`config.mk`:
```
export PLATFORM = sky130hd
export DESIGN_NAME = axi_stream_channel_sched_flat
export DESIGN_NICKNAME = d
export VERILOG_FILES = /design/src/rtl/axi_stream_channel_sched_pkg.sv /design/src/rtl/axi_stream_channel_sched_if.sv /design/src/rtl/axi_stream_channel_sched_rr_arbiter.sv /design/src/rtl/axi_stream_channel_sched.sv /design/src/flat_wrapper.sv
export SDC_FILE = /design/constraint.sdc
export NUM_CORES = 1
export LEC_CHECK = 0
export BUFFER_PORTS_ARGS = -buffer_cell sky130_fd_sc_hd__buf_2
export CAP_MARGIN = 20
export CORE_AREA = 2 2 312 314
export CTS_CLUSTER_SIZE = 30
export DETAILED_ROUTE_END_ITERATION = 10
export DIE_AREA = 0 0 314 316
export GPL_ROUTABILITY_DRIVEN = 0
export HOLD_SLACK_MARGIN = 0.06
export SETUP_SLACK_MARGIN = 0.02
export SYNTH_ARGS = -nofsm -noshare
export SYNTH_HDL_FRONTEND = slang
export SYNTH_SLANG_ARGS = --single-unit
```
`constraint.sdc`:
```
create_clock -name clk -period 5.6 [get_ports clk]
set_input_delay 0.56 -clock clk [delete_from_list [all_inputs] [get_ports clk]]
set_output_delay 0.56 -clock clk [all_outputs]
set_load 0.05 [all_outputs]
```
`src/rtl/axi_stream_channel_sched_pkg.sv`:
```
// Shared stream-type codes and scheduler state encoding for the AXI-over-Ethernet stream path.
// Used by the converters, this scheduler and the packetiser.
package ethhelper_stream_pkg;

  localparam int CH_AW = 0;
  localparam int CH_W  = 1;
  localparam int CH_B  = 2;
  localparam int CH_AR = 3;
  localparam int CH_R  = 4;

  localparam int STREAM_TYPE_WIDTH = 3;

  typedef enum logic {
    IDLE = 1'b0,
    BUSY = 1'b1
  } sched_state_t;

endpackage

```
`src/rtl/axi_stream_channel_sched_if.sv`:
```
// Converter-bank side and output-stream side signals of the channel scheduler.
// The master modport is the scheduler itself; slave is the surrounding converters and packetiser.
interface axi_stream_channel_sched_if #(
  parameter int NUM_CH            = 5,
  parameter int DATA_WIDTH        = 128,
  parameter int STREAM_TYPE_WIDTH = 3
);

  logic [NUM_CH-1:0]            ch_req;
  logic [NUM_CH-1:0]            ch_valid;
  logic [NUM_CH*DATA_WIDTH-1:0] ch_data;
  logic [NUM_CH-1:0]            ch_last;
  logic [NUM_CH-1:0]            can_forward;
  logic                         m_tvalid;
  logic [DATA_WIDTH-1:0]        m_tdata;
  logic [STREAM_TYPE_WIDTH-1:0] m_tuser;
  logic                         m_tlast;
  logic                         m_tready;

  modport master (
    input  ch_req, ch_valid, ch_data, ch_last, m_tready,
    output can_forward, m_tvalid, m_tdata, m_tuser, m_tlast
  );

  modport slave (
    output ch_req, ch_valid, ch_data, ch_last, m_tready,
    input  can_forward, m_tvalid, m_tdata, m_tuser, m_tlast
  );

endinterface

```
`src/rtl/axi_stream_channel_sched_rr_arbiter.sv`:
```
// Combinational round-robin pick: first requester strictly after the pointer, wrapping N-1 -> 0.
module rr_arbiter #(
  parameter int N  = 5,
  parameter int IW = (N > 1) ? $clog2(N) : 1
) (
  input  logic [N-1:0]  req_i,
  input  logic [IW-1:0] ptr_i,
  output logic [N-1:0]  grant_o,
  output logic [IW-1:0] idx_o,
  output logic          any_o
);

  logic [IW-1:0] cand;

  // Scan from farthest to nearest so the nearest requester after the pointer is written last.
  always_comb begin
    grant_o = '0;
    idx_o   = '0;
    cand    = '0;
    any_o   = |req_i;
    for (int k = N; k >= 1; k--) begin
      cand = IW'((int'(ptr_i) + k) % N);
      if (req_i[cand]) begin
        grant_o       = '0;
        grant_o[cand] = 1'b1;
        idx_o         = cand;
      end
    end
  end

endmodule

```
`src/rtl/axi_stream_channel_sched.sv`:
```
// Grants one AXI-channel converter at a time onto the shared stream, holds the grant to the last
// beat (or an idle timeout) and registers the beats tagged with the channel's stream type.
module axi_stream_channel_sched #(
  parameter int NUM_CH            = 5,
  parameter int DATA_WIDTH        = 128,
  parameter int STREAM_TYPE_WIDTH = 3,
  parameter int TIMEOUT           = 255
) (
  input  logic                        clk,
  input  logic                        resetn,
  input  logic                        sched_enable,
  axi_stream_channel_sched_if.master  bus,
  output logic                        timeout_err
);

  import ethhelper_stream_pkg::*;

  localparam int IW = (NUM_CH > 1) ? $clog2(NUM_CH) : 1;
  localparam int CW = $clog2(TIMEOUT + 1);

  sched_state_t                 state_q, state_d;
  logic [NUM_CH-1:0]            gnt_q, gnt_d;
  logic [IW-1:0]                g_q, g_d;
  logic [IW-1:0]                ptr_q, ptr_d;
  logic [CW-1:0]                cnt_q, cnt_d;
  logic                         tvalid_q, tvalid_d;
  logic [DATA_WIDTH-1:0]        tdata_q, tdata_d;
  logic [STREAM_TYPE_WIDTH-1:0] tuser_q, tuser_d;
  logic                         tlast_q, tlast_d;
  logic                         terr_q, terr_d;

  logic [NUM_CH-1:0] arb_grant;
  logic [IW-1:0]     arb_idx;
  logic              arb_any;
  logic              busy, out_free, g_valid, g_last, accept;

  rr_arbiter #(.N(NUM_CH), .IW(IW)) u_arb (
    .req_i   (bus.ch_req),
    .ptr_i   (ptr_q),
    .grant_o (arb_grant),
    .idx_o   (arb_idx),
    .any_o   (arb_any)
  );

  assign busy     = (state_q == BUSY);
  assign out_free = !tvalid_q || bus.m_tready;
  assign g_valid  = |(gnt_q & bus.ch_valid);
  assign g_last   = |(gnt_q & bus.ch_last);
  assign accept   = busy && out_free && g_valid;

  assign bus.can_forward = (busy && out_free) ? gnt_q : '0;

  always_comb begin
    state_d  = state_q;
    gnt_d    = gnt_q;
    g_d      = g_q;
    ptr_d    = ptr_q;
    cnt_d    = cnt_q;
    tvalid_d = bus.m_tready ? 1'b0 : tvalid_q;
    tdata_d  = tdata_q;
    tuser_d  = tuser_q;
    tlast_d  = tlast_q;
    terr_d   = 1'b0;

    if (accept) begin
      tvalid_d = 1'b1;
      tdata_d  = bus.ch_data[g_q*DATA_WIDTH +: DATA_WIDTH];
      tuser_d  = STREAM_TYPE_WIDTH'(g_q);
      tlast_d  = g_last;
    end

    case (state_q)
      IDLE: begin
        if (sched_enable && arb_any) begin
          state_d = BUSY;
          gnt_d   = arb_grant;
          g_d     = arb_idx;
          ptr_d   = arb_idx;
          cnt_d   = '0;
        end
      end
      BUSY: begin
        // Only cycles where the channel could have sent but did not count toward the timeout.
        if (accept) begin
          cnt_d = '0;
          if (g_last) state_d = IDLE;
        end else if (out_free && !g_valid) begin
          if (cnt_q == CW'(TIMEOUT - 1)) begin
            state_d = IDLE;
            terr_d  = 1'b1;
            cnt_d   = '0;
          end else begin
            cnt_d = cnt_q + 1'b1;
          end
        end
      end
      default: state_d = IDLE;
    endcase
  end

  always_ff @(posedge clk or negedge resetn) begin
    if (!resetn) begin
      state_q  <= IDLE;
      gnt_q    <= '0;
      g_q      <= '0;
      ptr_q    <= IW'(NUM_CH - 1);
      cnt_q    <= '0;
      tvalid_q <= 1'b0;
      tdata_q  <= '0;
      tuser_q  <= '0;
      tlast_q  <= 1'b0;
      terr_q   <= 1'b0;
    end else begin
      state_q  <= state_d;
      gnt_q    <= gnt_d;
      g_q      <= g_d;
      ptr_q    <= ptr_d;
      cnt_q    <= cnt_d;
      tvalid_q <= tvalid_d;
      tdata_q  <= tdata_d;
      tuser_q  <= tuser_d;
      tlast_q  <= tlast_d;
      terr_q   <= terr_d;
    end
  end

  assign bus.m_tvalid = tvalid_q;
  assign bus.m_tdata  = tdata_q;
  assign bus.m_tuser  = tuser_q;
  assign bus.m_tlast  = tlast_q;
  assign timeout_err  = terr_q;

endmodule

```
`src/flat_wrapper.sv`:
```
// flat-port wrapper written by rule: the top's interface ports become plain ports
module axi_stream_channel_sched_flat import ethhelper_stream_pkg::*;
#(
  parameter int NUM_CH            = 5,
  parameter int DATA_WIDTH        = 128,
  parameter int STREAM_TYPE_WIDTH = 3,
  parameter int TIMEOUT           = 255
)
  (clk, resetn, sched_enable, timeout_err, bus_ch_req, bus_ch_valid, bus_ch_data, bus_ch_last, bus_m_tready, bus_can_forward, bus_m_tvalid, bus_m_tdata, bus_m_tuser, bus_m_tlast);
  axi_stream_channel_sched_if #(.NUM_CH(NUM_CH), .DATA_WIDTH(DATA_WIDTH), .STREAM_TYPE_WIDTH(STREAM_TYPE_WIDTH)) bus_i ();
  input  logic clk;
  input  logic resetn;
  input  logic sched_enable;
  output logic timeout_err;
  input wire logic [$bits(bus_i.ch_req)-1:0] bus_ch_req;
  input wire logic [$bits(bus_i.ch_valid)-1:0] bus_ch_valid;
  input wire logic [$bits(bus_i.ch_data)-1:0] bus_ch_data;
  input wire logic [$bits(bus_i.ch_last)-1:0] bus_ch_last;
  input wire logic [$bits(bus_i.m_tready)-1:0] bus_m_tready;
  output wire logic [$bits(bus_i.can_forward)-1:0] bus_can_forward;
  output wire logic [$bits(bus_i.m_tvalid)-1:0] bus_m_tvalid;
  output wire logic [$bits(bus_i.m_tdata)-1:0] bus_m_tdata;
  output wire logic [$bits(bus_i.m_tuser)-1:0] bus_m_tuser;
  output wire logic [$bits(bus_i.m_tlast)-1:0] bus_m_tlast;
  assign bus_i.ch_req = bus_ch_req;
  assign bus_i.ch_valid = bus_ch_valid;
  assign bus_i.ch_data = bus_ch_data;
  assign bus_i.ch_last = bus_ch_last;
  assign bus_i.m_tready = bus_m_tready;
  assign bus_can_forward = bus_i.can_forward;
  assign bus_m_tvalid = bus_i.m_tvalid;
  assign bus_m_tdata = bus_i.m_tdata;
  assign bus_m_tuser = bus_i.m_tuser;
  assign bus_m_tlast = bus_i.m_tlast;
  axi_stream_channel_sched #(.NUM_CH(NUM_CH), .DATA_WIDTH(DATA_WIDTH), .STREAM_TYPE_WIDTH(STREAM_TYPE_WIDTH), .TIMEOUT(TIMEOUT)) u_core (.clk(clk), .resetn(resetn), .sched_enable(sched_enable), .bus(bus_i), .timeout_err(timeout_err));
endmodule
```
==> flow_summary.toml, run 1 <==
[sta]
finalSetupTns_ns = 0
setup_slack_ns = 0.822
setup_viol = 0
slew_violations = 0
fin_skew_ns = 0.0140
worst_pin_slew_ns = 1.06
fmax_mhz = 209
min_period_over_period_pct = 85.3
finalHoldViolations = 0
rsz0062_at_grt = "false"
slew_headroom_pct = 29.0
fin_crit_ns = 4.78

[power]
p_leak_uw = 0.00779
seqPwrFrac_pct = 16.3
clock_power_share_pct = 9.6
powerDensity_mw_per_mm2 = 693
p_sw_uw = 7180
p_int_uw = 5150
ir_worst_vdd_mv = 0.313
swShare_pct = 58.2
combPwrFrac_pct = 74.1

[synthesis]
synth.area.top_cells = "dfrtp_1, mux4_2, a221oi_1"
ys.flop_type = "dfrtp_1"
synth_most_common_cell = "nor2_1"
synth_nets = 1836
synthArstFlopShare_pct = 100
synth_area_leader_cell = "dfrtp_1"
ys_ff_latch = 152
synthTopCellsByCount = "nor2_1, dfrtp_1, a221oi_1"
yosys.area_share.simple_pct = 15.2
synth_xor_area_share_pct = 0.952
synth_area_sq_mm = 0.0118
muxShareOfSynthArea_pct = 25.9
synth_top_family_by_area = "multiplexers"
ys_types = 78
ys_warn_count = 0
avgSynthCellArea_sq_um = 10.3
synth-compound-area-share_pct = 18.6
synth_top_area_share_pct = 31.9
synth_edf_count = 0
synthAdderAreaFrac_pct = 2.54
ys_seq_area_share_pct = 32.2
synthCells = 1153

[global_route]
grt_max_degree = 111
grt.overflow.total = 0
grt_pass1_vias = 13000
grt_pass1_wl_mm = 106
grt_usage_pct = 15.8
antenna_found_initial = 61

[cells_and_area]
layout-drive-gt1-share_pct = 52.9
nets = 2564
fin_area_sq_mm = 0.0178
instances_no_fill = 3191
multi_input_area_sq_mm = 0.00750
area_growth_pct = 50.4
register_area_sq_mm = 0.00381
nFillCells = 10700

[worst_setup_path]
worstSetupPathType = "register to register"
startpoint = "u_core.ptr_q[1]"
startpoint_type = "register"
worstReg2RegStart = "u_core.ptr_q[1]"
crit_arrival_ns = 5.15
worstSetupEndpointType = "register"
cp_common_cell = "ha_1"
critPathBufInv = 1
worst_path_max_delay_cell = "ha_1"
reg2reg_slack_ns = 0.82
cp_slowest_stage_delay_ns = 0.70
cp_top_family = "compound AO/OA/AOI/OAI gates"
path_cells = "inv_1 -> ha_1 -> ha_1 -> o31ai_1 -> xnor2_1 -> ha_1 -> nor2b_1 -> nor2_1 -> a211oi_2 -> mux2i_1 -> mux2i_1 -> a21o_1 -> a2111oi_0 -> a211oi_1"
cp.required_ns = 5.97
crit_path_max_fanout = 17

[routing]
drtIter0Drc = 1351
antenna_left = 0
vias = 13900
first_pass_iters = 6
wl_per_cell_microns = 25.8
drc = 0
routed_wl_mm = 82.4
vias_per_cell = 4.36

[outcome]
status = "finished, final reports clean"

[placement]
pre_cts_slack_ns = 0.933
place_area_sq_mm = 0.0172
dp_hpwl_mm = 68.5
io_buffers = 797
post-place-cells = 3138

[cts]
htreeDepth = 4
cts_setup_buffers = 0
cts_buffers = 17
cts-resized-gates = 0
clk_pin_slew_ns = 0.08
hold_buffers = 0
root_buffer = "clkbuf_16"
cts_tree = "done"
cts_max_path_buffers = 2
clk-insertion-delay-late_ns = 0.51
clkSinkCount = 152

[floorplanning]
fp.coreArea_sq_mm = 0.0960
row_count = 114
io_pins = 798
die_area_sq_mm = 0.0992
start_util_pct = 12.3
fp.dieH_microns = 316
die_x_microns = 314

[job]
drv_cap = 0

[worst_hold_path]
hold_class = "input pin to asynchronous set/reset pin"
[registers in the layout (all words and copies together) (netlist names)]
register / cells
u_core.bus.m_tvalid: 1
u_core.ptr_q: 3
u_core.timeout_err: 1
u_core.bus.m_tdata: 128
u_core.bus.m_tuser: 3
u_core.g_q: 1
u_core.bus.m_tlast: 1
u_core.gnt_q: 5
u_core.busy: 1
u_core.cnt_q: 8
[power by group through the flow]
stage / sequential (uW) / combinational [uW] / clock (uW)
6_report: 2020 / 9140 / 1180
5_1_grt: 2090 / 9810 / 1290
4_1_cts: 2020 / 9260 / 1260
3_5_place_dp: 2030 / 9230 / 0
3_3_place_gp: 2000 / 9140 / 0
2_1_floorplan: 3650 / 4690 / 0
[kinds of logic (layout without fill, tap and decap cells)]
family,Yosys count,after routing
and+or+nand+nor,412,412
AOI/OAI and AO/OA,274,274
other,0,22
DFF,152,152
xor gates and xnor gates,12,12
adders and majority gates,24,24
buffers and inverters,134,874
muxes,145,145
[worst paths after layout]
kind                                          endpoint  cells after the start
max in group asynchronous       u_core.bus.m_tdata[56]                      2
worst min register to register         u_core.cnt_q[4]                      1
worst min-delay path            u_core.bus.m_tdata[30]                      1
worst max-delay path                   u_core.ptr_q[0]                     14
min in group clk                u_core.bus.m_tdata[14]                      3
worst max register to register         u_core.ptr_q[0]                     14
[per-layer routing]
layer,vias up,share of wire (%),track usage (%),wire (microns)
met3,141,12,7.21,9980
met2,928,48,26.2,39400
met5,-,0.21,0.663,170
met1,6828,37,17.8,30200
met4,32,3.2,5.63,2620
li1,5992,-,-,-
[layout make-up]
class	count	share of cell area (%)
timing repair buffer	814	23.5
clock inverter	13	0.619
sequential	152	21.4
tap	1276	8.97
clock buffer	18	2.41
multi-input combinational	867	42.2
antenna	22	0.309
inverter	29	0.640
[placed cells by master (no fill, tap or decap), types with 11 or more instances in the layout]
cell type | synthesis | routed
buf_2 | 14 | 796
nor2_1 | 284 | 284
dfrtp_1 | 151 | 149
a221oi_1 | 132 | 132
mux4_2 | 128 | 128
nand2_1 | 33 | 32
inv_1 | 27 | 26
o21ai_0 | 24 | 24
ha_1 | 24 | 24
diode_2 | 0 | 22
a21oi_1 | 20 | 19
clkbuf_16 | 0 | 17
nand3_1 | 16 | 16
mux2i_1 | 14 | 14
buf_4 | 0 | 13
nor3_1 | 13 | 12
a211oi_1 | 11 | 11
[stage by stage]
stage / utilization (%) / hold WS [ns] / power (uW)
6_report: 18.5 / 0.0653 / 12300
5_1_grt: 18.5 / 0.0992 / 13200
4_1_cts: 18.5 / 0.0754 / 12500
3_5_place_dp: 17.9 / 0.468 / 11300
3_3_place_gp: 17.9 / 0.460 / 11100
2_1_floorplan: - / 0.264 / 8340
No activity file was read; power rests on OpenSTA's default activity.
==> run 2: changes to the inputs <==
==> constraint.sdc (replaced) <==
create_clock -name clk -period 4.7 [get_ports clk]
set_input_delay 0.47 -clock clk [delete_from_list [all_inputs] [get_ports clk]]
set_output_delay 0.47 -clock clk [all_outputs]
set_load 0.05 [all_outputs]
==> run 2 against run 1 <==
Effect of this change: first-iteration DRC count down 17%; die area did not move; sequential cell count unchanged; largest cell class unchanged; highest routed layer unchanged.
==> flow_summary.toml, run 2 (synthesis results as in run 1) <==
[outcome]
status = "finished, final reports clean"

[placement]
dp_hpwl_mm = 68.9
post-place-cells = 3147
io_buffers = 797

[cells_and_area]
instances_no_fill = 3202
nets = 2574
largest_register_ffs = 128
multi_input_area_sq_mm = 0.00750
nFillCells = 10800
register_area_sq_mm = 0.00381
layout_commonest_cell = "buf_2"
area_growth_pct = 51.7
layout-drive-gt1-share_pct = 53.3
final_cell_mix = "buf_2, nor2_1, dfrtp_1"

[global_route]
grt_pass1_vias = 13200
antenna_found_initial = 66
grt_usage_pct = 15.8
grt_pass1_wl_mm = 106
grt.overflow.total = 0
grt_max_degree = 105

[routing]
antenna_left = 0
first_pass_iters = 7
vias = 13900
vias_per_cell = 4.35
routed_wl_mm = 82.2
drc = 0
wl_per_cell_microns = 25.7
drtIter0Drc = 1127

[sta]
rsz0062_at_grt = "false"
worst_pin_slew_ns = 0.861
finalHoldViolations = 0
finalSetupTns_ns = 0
fmax_mhz = 227
slew_violations = 0
min_period_over_period_pct = 93.6
fin_skew_ns = 0.0173
slew_headroom_pct = 42.6
fin_crit_ns = 4.40
setup_viol = 0

[power]
powerDensity_mw_per_mm2 = 834
p_leak_uw = 0.00788
ir_worst_vdd_mv = 0.369

[cts]
cts_buffers = 17
root_buffer = "clkbuf_16"
cts_max_path_buffers = 2
clkSinkCount = 152
clk-insertion-delay-late_ns = 0.51
cts_tree = "done"
clk_pin_slew_ns = 0.08
cts_setup_buffers = 0
htreeDepth = 4

[worst_setup_path]
worstRegToRegCells = 15
critPathBufInv = 3
cp_top_family = "compound AO/OA/AOI/OAI gates"
startpoint_type = "register"
path_cells = "inv_1 -> ha_1 -> xnor2_1 -> inv_1 -> ha_1 -> inv_1 -> ha_1 -> and4bb_2 -> a2111oi_0 -> a41oi_1 -> and2_1 -> mux2_4 -> a2111oi_0 -> a211oi_2 -> o22ai_1"
crit_path_max_fanout = 8
worstSetupEndpointType = "register"
worst_path_max_delay_cell = "a2111oi_0"
worstSetupPathType = "register to register"
cp.depth = 15
cp.required_ns = 5.11
crit_arrival_ns = 4.81
cp_slowest_stage_delay_ns = 0.70

[worst_hold_path]
hold_depth = 3
hold_class = "input pin to register"

[floorplanning]
io_pins = 798
start_util_pct = 12.3
die_area_sq_mm = 0.0992
fp.dieH_microns = 316
fp.coreArea_sq_mm = 0.0960
row_count = 114
die_x_microns = 314

[job]
drv_cap = 0
[run 2: report_power, final]
part	switching [uW]	internal [uW]
Combinational	7480	3560
Clock	749	821
Sequential	390	1980
[run 2: repair_timing]
| action | in CTS | in global routing |
|---|---|---|
| endpoints found under the setup margin | 0 | 1 |
| endpoints found under the hold margin | 44 | 0 |
| gates resized for setup | 0 | 1 |
| hold buffers | 1 | 0 |
[run 2: worst min-delay path, stage by stage]
cell      delay [ns]
buf_2           0.08
a221oi_1        0.06
nor2_1          0.08
[run 2: through the flow]
step	util [%]	total power (uW)	setup WS, ns	area, sq um	hold WS, ns
6_report	18.7	15000	0.301	18000	0.219
3_5_place_dp	18.0	13500	0.400	17300	0.470
3_3_place_gp	18.0	13400	0.480	17300	0.458
4_1_cts	18.6	15200	0.370	17900	0.143
2_1_floorplan	-	9940	0.274	11800	0.174
5_1_grt	18.7	16000	0.0288	17900	0.175
[run 2: final timing paths]
| check | slack [ns] | startpoint | endpoint |
|---|---|---|---|
| setup / recovery | 0.30 | u_core.ptr_q[1] | u_core.g_q[2] |
| hold reg to reg | 0.48 | u_core.cnt_q[4] | u_core.cnt_q[4] |
| min in group asynchronous | 0.57 | resetn | u_core.bus.m_tdata[111] |
| max in group asynchronous | 3.16 | resetn | u_core.bus.m_tdata[55] |
| setup reg to reg | 0.30 | u_core.ptr_q[1] | u_core.g_q[2] |
| hold / removal | 0.22 | bus_ch_data[562] | u_core.bus.m_tdata[50] |
[run 2: layout make-up]
| type | count | area share [%] |
|---|---|---|
| Multi-Input combinational cell | 867 | 41.8 |
| Timing Repair Buffer | 824 | 23.7 |
| Sequential cell | 152 | 21.2 |
| Tap cell | 1276 | 8.89 |
| Clock buffer | 18 | 2.45 |
| Clock inverter | 14 | 0.997 |
| Inverter | 29 | 0.634 |
| Antenna cell | 22 | 0.307 |
[run 2: layer usage]
| layer | track usage (%) | routed length [microns] |
|---|---|---|
| met5 | 0.568 | 220 |
| met3 | 7.25 | 9770 |
| met1 | 17.7 | 30300 |
| met2 | 25.7 | 38800 |
| met4 | 6.76 | 3130 |
